--- src/rtl/i2c_spi_pkg.sv ---
// i2c_spi_pkg: register map, opcodes, bit indices and FSM states shared by the I2C-to-SPI sequencer
package i2c_spi_pkg;
  localparam logic [2:0] REG_CTRL = 3'd0;
  localparam logic [2:0] REG_DIV  = 3'd1;
  localparam logic [2:0] REG_TX   = 3'd2;
  localparam logic [2:0] REG_RX   = 3'd3;
  localparam logic [2:0] REG_STAT = 3'd4;
  localparam logic [1:0] OP_XFER = 2'b00;
  localparam logic [1:0] OP_DIV  = 2'b01;
  localparam int CTRL_GO   = 0;
  localparam int STAT_BUSY = 0;
  typedef enum logic [3:0] {
    S_INIT, S_IDLE, S_HDR, S_DIV_GET, S_DIV_WR, S_TX_GET, S_TX_WR,
    S_GO_WR, S_POLL, S_RX_RD, S_RSP, S_CS_OFF, S_DRAIN
  } state_e;
endpackage

--- src/rtl/i2c_spi_wb_xact.sv ---
// i2c_spi_wb_xact: single-access Wishbone classic master; one req becomes one bus cycle, done pulses after ack
module i2c_spi_wb_xact #(
  parameter int AW = 3
) (
  input  logic          clk,
  input  logic          rst_n,
  input  logic          req_i,
  input  logic          we_i,
  input  logic [AW-1:0] adr_i,
  input  logic [7:0]    wdat_i,
  output logic          done_o,
  output logic [7:0]    rdat_o,
  output logic [AW-1:0] wb_adr_o,
  output logic [7:0]    wb_dat_o,
  input  logic [7:0]    wb_dat_i,
  output logic          wb_we_o,
  output logic [3:0]    wb_sel_o,
  output logic          wb_cyc_o,
  output logic          wb_stb_o,
  input  logic          wb_ack_i
);
  logic          cyc_q, we_q, done_q;
  logic [AW-1:0] adr_q;
  logic [7:0]    dat_q, rdat_q;
  // done_q blocks a new start so the requester sees one idle cycle between accesses
  always_ff @(posedge clk or negedge rst_n)
    if (!rst_n) begin
      cyc_q  <= 1'b0;
      we_q   <= 1'b0;
      done_q <= 1'b0;
      adr_q  <= '0;
      dat_q  <= '0;
      rdat_q <= '0;
    end else begin
      done_q <= 1'b0;
      if (cyc_q && wb_ack_i) begin
        cyc_q  <= 1'b0;
        done_q <= 1'b1;
        rdat_q <= wb_dat_i;
      end else if (!cyc_q && !done_q && req_i) begin
        cyc_q <= 1'b1;
        we_q  <= we_i;
        adr_q <= adr_i;
        dat_q <= wdat_i;
      end
    end
  assign done_o   = done_q;
  assign rdat_o   = rdat_q;
  assign wb_adr_o = adr_q;
  assign wb_dat_o = dat_q;
  assign wb_we_o  = we_q;
  assign wb_cyc_o = cyc_q;
  assign wb_stb_o = cyc_q;
  assign wb_sel_o = {3'b000, cyc_q};
endmodule

--- src/rtl/i2c_spi_xfer_sequencer.sv ---
// i2c_spi_xfer_sequencer: runs SPI transfers requested over I2C by driving the SPI core's Wishbone registers
// Define SPI_SEQ_TIMEOUT_EN to abort a byte after POLL_MAX busy STAT reads.
module i2c_spi_xfer_sequencer
  import i2c_spi_pkg::*;
#(
  parameter int         WB_AW       = 3,
  parameter logic [7:0] DEFAULT_DIV = 8'd4,
  parameter int         POLL_MAX    = 255
) (
  input  logic             clk,
  input  logic             rst_n,
  input  logic [7:0]       cmd_byte_i,
  input  logic             cmd_valid_i,
  output logic             cmd_ready_o,
  output logic [7:0]       rsp_byte_o,
  output logic             rsp_valid_o,
  input  logic             rsp_ready_i,
  output logic [WB_AW-1:0] wb_adr_o,
  output logic [7:0]       wb_dat_o,
  input  logic [7:0]       wb_dat_i,
  output logic             wb_we_o,
  output logic [3:0]       wb_sel_o,
  output logic             wb_cyc_o,
  output logic             wb_stb_o,
  input  logic             wb_ack_i,
  output logic             ss_n_o,
  output logic             busy_o,
  output logic             err_o
);
`ifdef SPI_SEQ_TIMEOUT_EN
  localparam bit TO_EN = 1'b1;
`else
  localparam bit TO_EN = 1'b0;
`endif
  state_e           state_q, state_d;
  logic [5:0]       cnt_q, cnt_d;
  logic [7:0]       poll_q, poll_d, byte_q, rsp_q, wdat, rdat;
  logic             err_q, err_d, rdy_q, vld_q, ss_q, busy_q;
  logic             req, we, done, cmd_hs, rsp_hs, stat_busy, poll_to;
  logic [WB_AW-1:0] adr;
  assign cmd_hs    = cmd_valid_i && rdy_q;
  assign rsp_hs    = vld_q && rsp_ready_i;
  assign stat_busy = rdat[STAT_BUSY];
  assign poll_to   = TO_EN && stat_busy && (poll_q == 8'(POLL_MAX - 1));
  assign req  = state_q inside {S_INIT, S_DIV_WR, S_TX_WR, S_GO_WR, S_POLL, S_RX_RD};
  assign we   = state_q inside {S_INIT, S_DIV_WR, S_TX_WR, S_GO_WR};
  assign adr  = state_q == S_GO_WR ? WB_AW'(REG_CTRL) :
                state_q == S_TX_WR ? WB_AW'(REG_TX)   :
                state_q == S_POLL  ? WB_AW'(REG_STAT) :
                state_q == S_RX_RD ? WB_AW'(REG_RX)   : WB_AW'(REG_DIV);
  assign wdat = state_q == S_INIT  ? DEFAULT_DIV :
                state_q == S_GO_WR ? 8'(1 << CTRL_GO) : byte_q;
  always_comb begin
    state_d = state_q;
    cnt_d   = cnt_q;
    poll_d  = poll_q;
    err_d   = err_q;
    case (state_q)
      S_INIT:    if (done) state_d = S_IDLE;
      S_IDLE:    if (cmd_hs) state_d = S_HDR;
      S_HDR: begin
        cnt_d   = byte_q[5:0];
        err_d   = err_q | byte_q[7];
        state_d = byte_q[7:6] == OP_XFER ? (byte_q[5:0] == 6'd0 ? S_IDLE : S_TX_GET) :
                  byte_q[7:6] == OP_DIV  ? S_DIV_GET : S_IDLE;
      end
      S_DIV_GET: if (cmd_hs) state_d = S_DIV_WR;
      S_DIV_WR:  if (done) state_d = S_IDLE;
      S_TX_GET: if (cmd_hs) begin
        state_d = S_TX_WR;
        cnt_d   = cnt_q - 6'd1;
      end
      S_TX_WR:   if (done) state_d = S_GO_WR;
      S_GO_WR: if (done) begin
        state_d = S_POLL;
        poll_d  = '0;
      end
      S_POLL: if (done) begin
        poll_d  = poll_q + 8'd1;
        err_d   = err_q | poll_to;
        state_d = !stat_busy ? S_RX_RD : poll_to ? S_CS_OFF : S_POLL;
      end
      S_RX_RD:   if (done) state_d = S_RSP;
      S_RSP:     if (rsp_hs) state_d = cnt_q == 6'd0 ? S_CS_OFF : S_TX_GET;
      // bytes left after a timeout are still owed by the I2C side and get swallowed
      S_CS_OFF:  state_d = cnt_q == 6'd0 ? S_IDLE : S_DRAIN;
      S_DRAIN: if (cmd_hs) begin
        cnt_d   = cnt_q - 6'd1;
        state_d = cnt_q == 6'd1 ? S_IDLE : S_DRAIN;
      end
      default:   state_d = S_IDLE;
    endcase
  end
  always_ff @(posedge clk or negedge rst_n)
    if (!rst_n) begin
      state_q <= S_INIT;
      cnt_q   <= '0;
      poll_q  <= '0;
      err_q   <= 1'b0;
      byte_q  <= '0;
      rsp_q   <= '0;
      rdy_q   <= 1'b0;
      vld_q   <= 1'b0;
      ss_q    <= 1'b1;
      busy_q  <= 1'b0;
    end else begin
      state_q <= state_d;
      cnt_q   <= cnt_d;
      poll_q  <= poll_d;
      err_q   <= err_d;
      if (cmd_hs) byte_q <= cmd_byte_i;
      if (state_q == S_RX_RD && done) rsp_q <= rdat;
      rdy_q   <= state_d inside {S_IDLE, S_DIV_GET, S_TX_GET, S_DRAIN};
      vld_q   <= state_d == S_RSP;
      ss_q    <= !(state_d inside {S_TX_GET, S_TX_WR, S_GO_WR, S_POLL, S_RX_RD, S_RSP});
      busy_q  <= state_d != S_IDLE;
    end
  i2c_spi_wb_xact #(.AW(WB_AW)) u_xact (
    .clk(clk), .rst_n(rst_n),
    .req_i(req), .we_i(we), .adr_i(adr), .wdat_i(wdat),
    .done_o(done), .rdat_o(rdat),
    .wb_adr_o(wb_adr_o), .wb_dat_o(wb_dat_o), .wb_dat_i(wb_dat_i),
    .wb_we_o(wb_we_o), .wb_sel_o(wb_sel_o), .wb_cyc_o(wb_cyc_o),
    .wb_stb_o(wb_stb_o), .wb_ack_i(wb_ack_i)
  );
  assign cmd_ready_o = rdy_q;
  assign rsp_byte_o  = rsp_q;
  assign rsp_valid_o = vld_q;
  assign ss_n_o      = ss_q;
  assign busy_o      = busy_q;
  assign err_o       = err_q;
endmodule
--- config.mk ---
export PLATFORM = sky130hd
export DESIGN_NAME = i2c_spi_xfer_sequencer
export DESIGN_NICKNAME = d
export VERILOG_FILES = /design/src/rtl/i2c_spi_pkg.sv /design/src/rtl/i2c_spi_wb_xact.sv /design/src/rtl/i2c_spi_xfer_sequencer.sv
export SDC_FILE = /design/constraint.sdc
export NUM_CORES = 1
export LEC_CHECK = 0
export CAP_MARGIN = 0
export CORE_ASPECT_RATIO = 0.5
export CORE_UTILIZATION = 43
export CTS_BUF_LIST = sky130_fd_sc_hd__clkbuf_8
export CTS_CLUSTER_SIZE = 28
export DETAILED_ROUTE_END_ITERATION = 6
export GPL_ROUTABILITY_DRIVEN = 0
export PLACE_DENSITY = 0.79
export SETUP_SLACK_MARGIN = 0.2
export SKIP_CTS_REPAIR_TIMING = 1
export SYNTH_ARGS = -nofsm -noshare
export SYNTH_HDL_FRONTEND = slang
export SYNTH_SLANG_ARGS = --single-unit
--- constraint.sdc ---
create_clock -name clk -period 4.2 [get_ports clk]
set_input_delay 0.84 -clock clk [delete_from_list [all_inputs] [get_ports clk]]
set_output_delay 0.84 -clock clk [all_outputs]
set_load 0.02 [all_outputs]
==> flow_summary.toml <==
[run_status]
status = "finished, final reports clean"

[pwr]
p_leak_nw = 1.40
powerDensity_nw_per_um2 = 716
power_mw = 2.33
ir_worst_vdd_mv = 0.248

[yosys]
top_reg_cell_synth = "sky130_fd_sc_hd__dfrtp_1"
synth.yosys.warnings = 0
async_reset_ff_frac = 1.00
synth_top_area_frac = 0.483
sequential_element_share_of_the_synthesized_area = 0.493
yosys.cell_count.top_type = "sky130_fd_sc_hd__dfrtp_1"
postSynthAreaPerCell_um2 = 10.1
synth.cell_area_um2 = 2690
ys_top_cells_by_count = "sky130_fd_sc_hd__dfrtp_1, sky130_fd_sc_hd__nand2_1, sky130_fd_sc_hd__mux2_2"
synth_enable_flop_cells = 0
yosysTopAreaCell = "sky130_fd_sc_hd__dfrtp_1"
ys_seq_elements = 53
synth_area_leaders = "sky130_fd_sc_hd__dfrtp_1, sky130_fd_sc_hd__mux2_2, sky130_fd_sc_hd__nand2_1"
post_synth_num_cell_types = 53
synthesis.instances = 267

[clock_network]
worst_skew_pair.late_latency_ps = 290
cts_inserted_buffers = 5
cts-htree-levels = 2
cts.root.buffer_cell = "sky130_fd_sc_hd__clkbuf_8"
clock_path_buffers = 2
cts.sinks = 53
tritoncts = "done"
cts.clk_slew.worst_paths_ps = 90

[timing]
setup_viol = 0
largest_clock_skew_in_the_final_design_ps = 10.6
rsz0062_at_grt = "false"
maxClockFrequency_mhz = 337
final_period_minus_worst_setup_slack_ps = 2970
final_max_slew_viol_count = 0
max_slew.worst_pin.slew_ps = 1250
hold_violations = 0
timing.setup.tns_ps = 0
maxSlewHeadroom = 0.167
final.period_utilization = 0.707

[grt]
use_met2 = 0.289
grt-ovfl-total = 0
grt_first_pass_wirelength_um = 9010
pin_count_of_the_biggest_net_entering_global_routing = 54
grt_antenna_before_repair = 0
grtUsageMet3 = 0.0450
grt.met1_usage = 0.237
most_used_routing_layer_in_global_routing = "met2"
grtUsageTotal = 0.175
via_count_of_the_first_global_routing_pass = 1897

[detailed_routing]
first_iter_violations = 240
via_count = 2051
wl_per_cell_um = 14.1
vias_per_cell = 5.27
drt_drc_violations_left = 0
drtPass1Iterations = 4
drt.antenna.violating_nets = 0
detail_route.wirelength_um = 5470

[floorplan]
die_x_um = 114
core_area_um2 = 5750
dieArea_um2 = 6600
die_height_um = 57.9
ios = 52
core.rowCount = 19
initial_cell_density_of_the_core = 0.468

[worst_setup_path]
cp_data_arrival_time_ps = 3160
setup.worst_path.start_class = "primary input"
worst_setup_path_end_kind = "flop"
worstSetupPathType = "in2reg"
critical_path_peak_fanout = 15
worst-endpoint-required_ps = 4390

[cells_and_area]
stdcell_area_um2 = 3250
fill_cells = 496
flow.area_growth_from_synthesis_pct = 20.7
num_antenna_cells = 0
instances_no_fill = 389
drive_gt1_frac = 0.121
design.final.nets = 330

[flow_run]
maxCapViolations = 0

[placement]
placedCellCount = 383
place.port_buffers = 48
dpl_cell_area_um2 = 3170
dp_hpwl_um = 4030

[hold_path]
hold_path.class = "reg2reg"
[cell usage in the layout (no fill, tap or decap), types with 3 or more instances in the layout]
cell,synthesis,layout
sky130_fd_sc_hd__a21o_1,3,3
sky130_fd_sc_hd__a21oi_1,15,15
sky130_fd_sc_hd__a22o_1,7,7
sky130_fd_sc_hd__clkbuf_8,0,5
sky130_fd_sc_hd__clkdlybuf4s50_1,0,47
sky130_fd_sc_hd__conb_1,1,3
sky130_fd_sc_hd__dfrtp_1,52,52
sky130_fd_sc_hd__ha_1,3,3
sky130_fd_sc_hd__inv_1,8,8
sky130_fd_sc_hd__mux2_2,16,16
sky130_fd_sc_hd__nand2_1,43,43
sky130_fd_sc_hd__nand2b_1,6,6
sky130_fd_sc_hd__nand3_1,8,8
sky130_fd_sc_hd__nand4_1,3,3
sky130_fd_sc_hd__nor2_1,6,6
sky130_fd_sc_hd__nor2b_1,7,7
sky130_fd_sc_hd__nor3_1,3,3
sky130_fd_sc_hd__o21ai_0,9,9
sky130_fd_sc_hd__o21ai_1,9,9
sky130_fd_sc_hd__o22ai_1,3,3
sky130_fd_sc_hd__o32ai_1,3,3
sky130_fd_sc_hd__or3_1,4,4
[metrics by stage]
stage	setup slack (ps)	utilization	hold slack, ps
detailed placement	920	0.552	475
finish	1230	0.565	490
floorplan	2110	-	474
CTS	1240	0.565	495
global placement	1080	0.552	461
global route	1060	0.565	507
[report_power, final]
part           total, mW  internal, mW  switching [mW]
Combinational       1.10         0.516           0.584
Sequential         0.963         0.716           0.247
Clock              0.262         0.110           0.152
Total               2.33          1.34           0.983
[state kept, by name, indices dropped and copies added, names as in the netlist, 3 cells and up]
signal	count
cnt_q	6
u_xact.wb_adr_o	3
rsp_byte_o	8
u_xact.rdat_o	8
state_q	4
u_xact.wb_dat_o	8
byte_q	8
[layer usage]
metal  vias up  wire [um]
li1       1013          -
met1       990       2560
met2        46       2620
met3         2        282
met4         0         15
met5         -          0
[worst paths after layout]
path | from | end | slack, ps | cells after the start
max | cmd_valid_i | cnt_q[2] | 1230 | 7
min | err_o | err_o | 490 | 1
max reg2reg | state_q[3] | cnt_q[4] | 1630 | 5
min reg2reg | err_o | err_o | 490 | 1
max in group asynchronous | rst_n | busy_o | 2730 | 1
min in group asynchronous | rst_n | u_xact.wb_adr_o[2] | 770 | 1
[worst max-delay path, cell delays in order]
cell	delay (ps)
sky130_fd_sc_hd__clkdlybuf4s50_1	470
sky130_fd_sc_hd__and2_0	120
sky130_fd_sc_hd__buf_4	200
sky130_fd_sc_hd__nand2_1	70
sky130_fd_sc_hd__o32ai_1	1020
sky130_fd_sc_hd__o21ai_1	160
sky130_fd_sc_hd__a22o_1	280
[cell type report]
class / instances / area, um2 / share of cell area
inverters: 9 / 33.8 / 0.0104
multi-input cells: 187 / 1220 / 0.375
repair buffers: 50 / 490 / 0.151
well taps: 84 / 105 / 0.0324
clock inverters: 1 / 5.00 / 0.00154
clock buffers: 5 / 68.8 / 0.0212
flip-flops and latches: 53 / 1330 / 0.409
[cells by family after synthesis]
kind of cell             after synthesis  share of synthesized area
AO/OA/AOI/OAI                         66                      0.167
multiplexers                          17                     0.0707
adder cells (fa/ha/maj)                3                     0.0139
AND/OR/NAND/NOR                       97                      0.193
buffers and inverters                 29                     0.0572
other                                  1                    0.00139
flip-flops                            53                      0.493
XOR/XNOR                               1                    0.00325
Power figures use the tool's default switching activity.
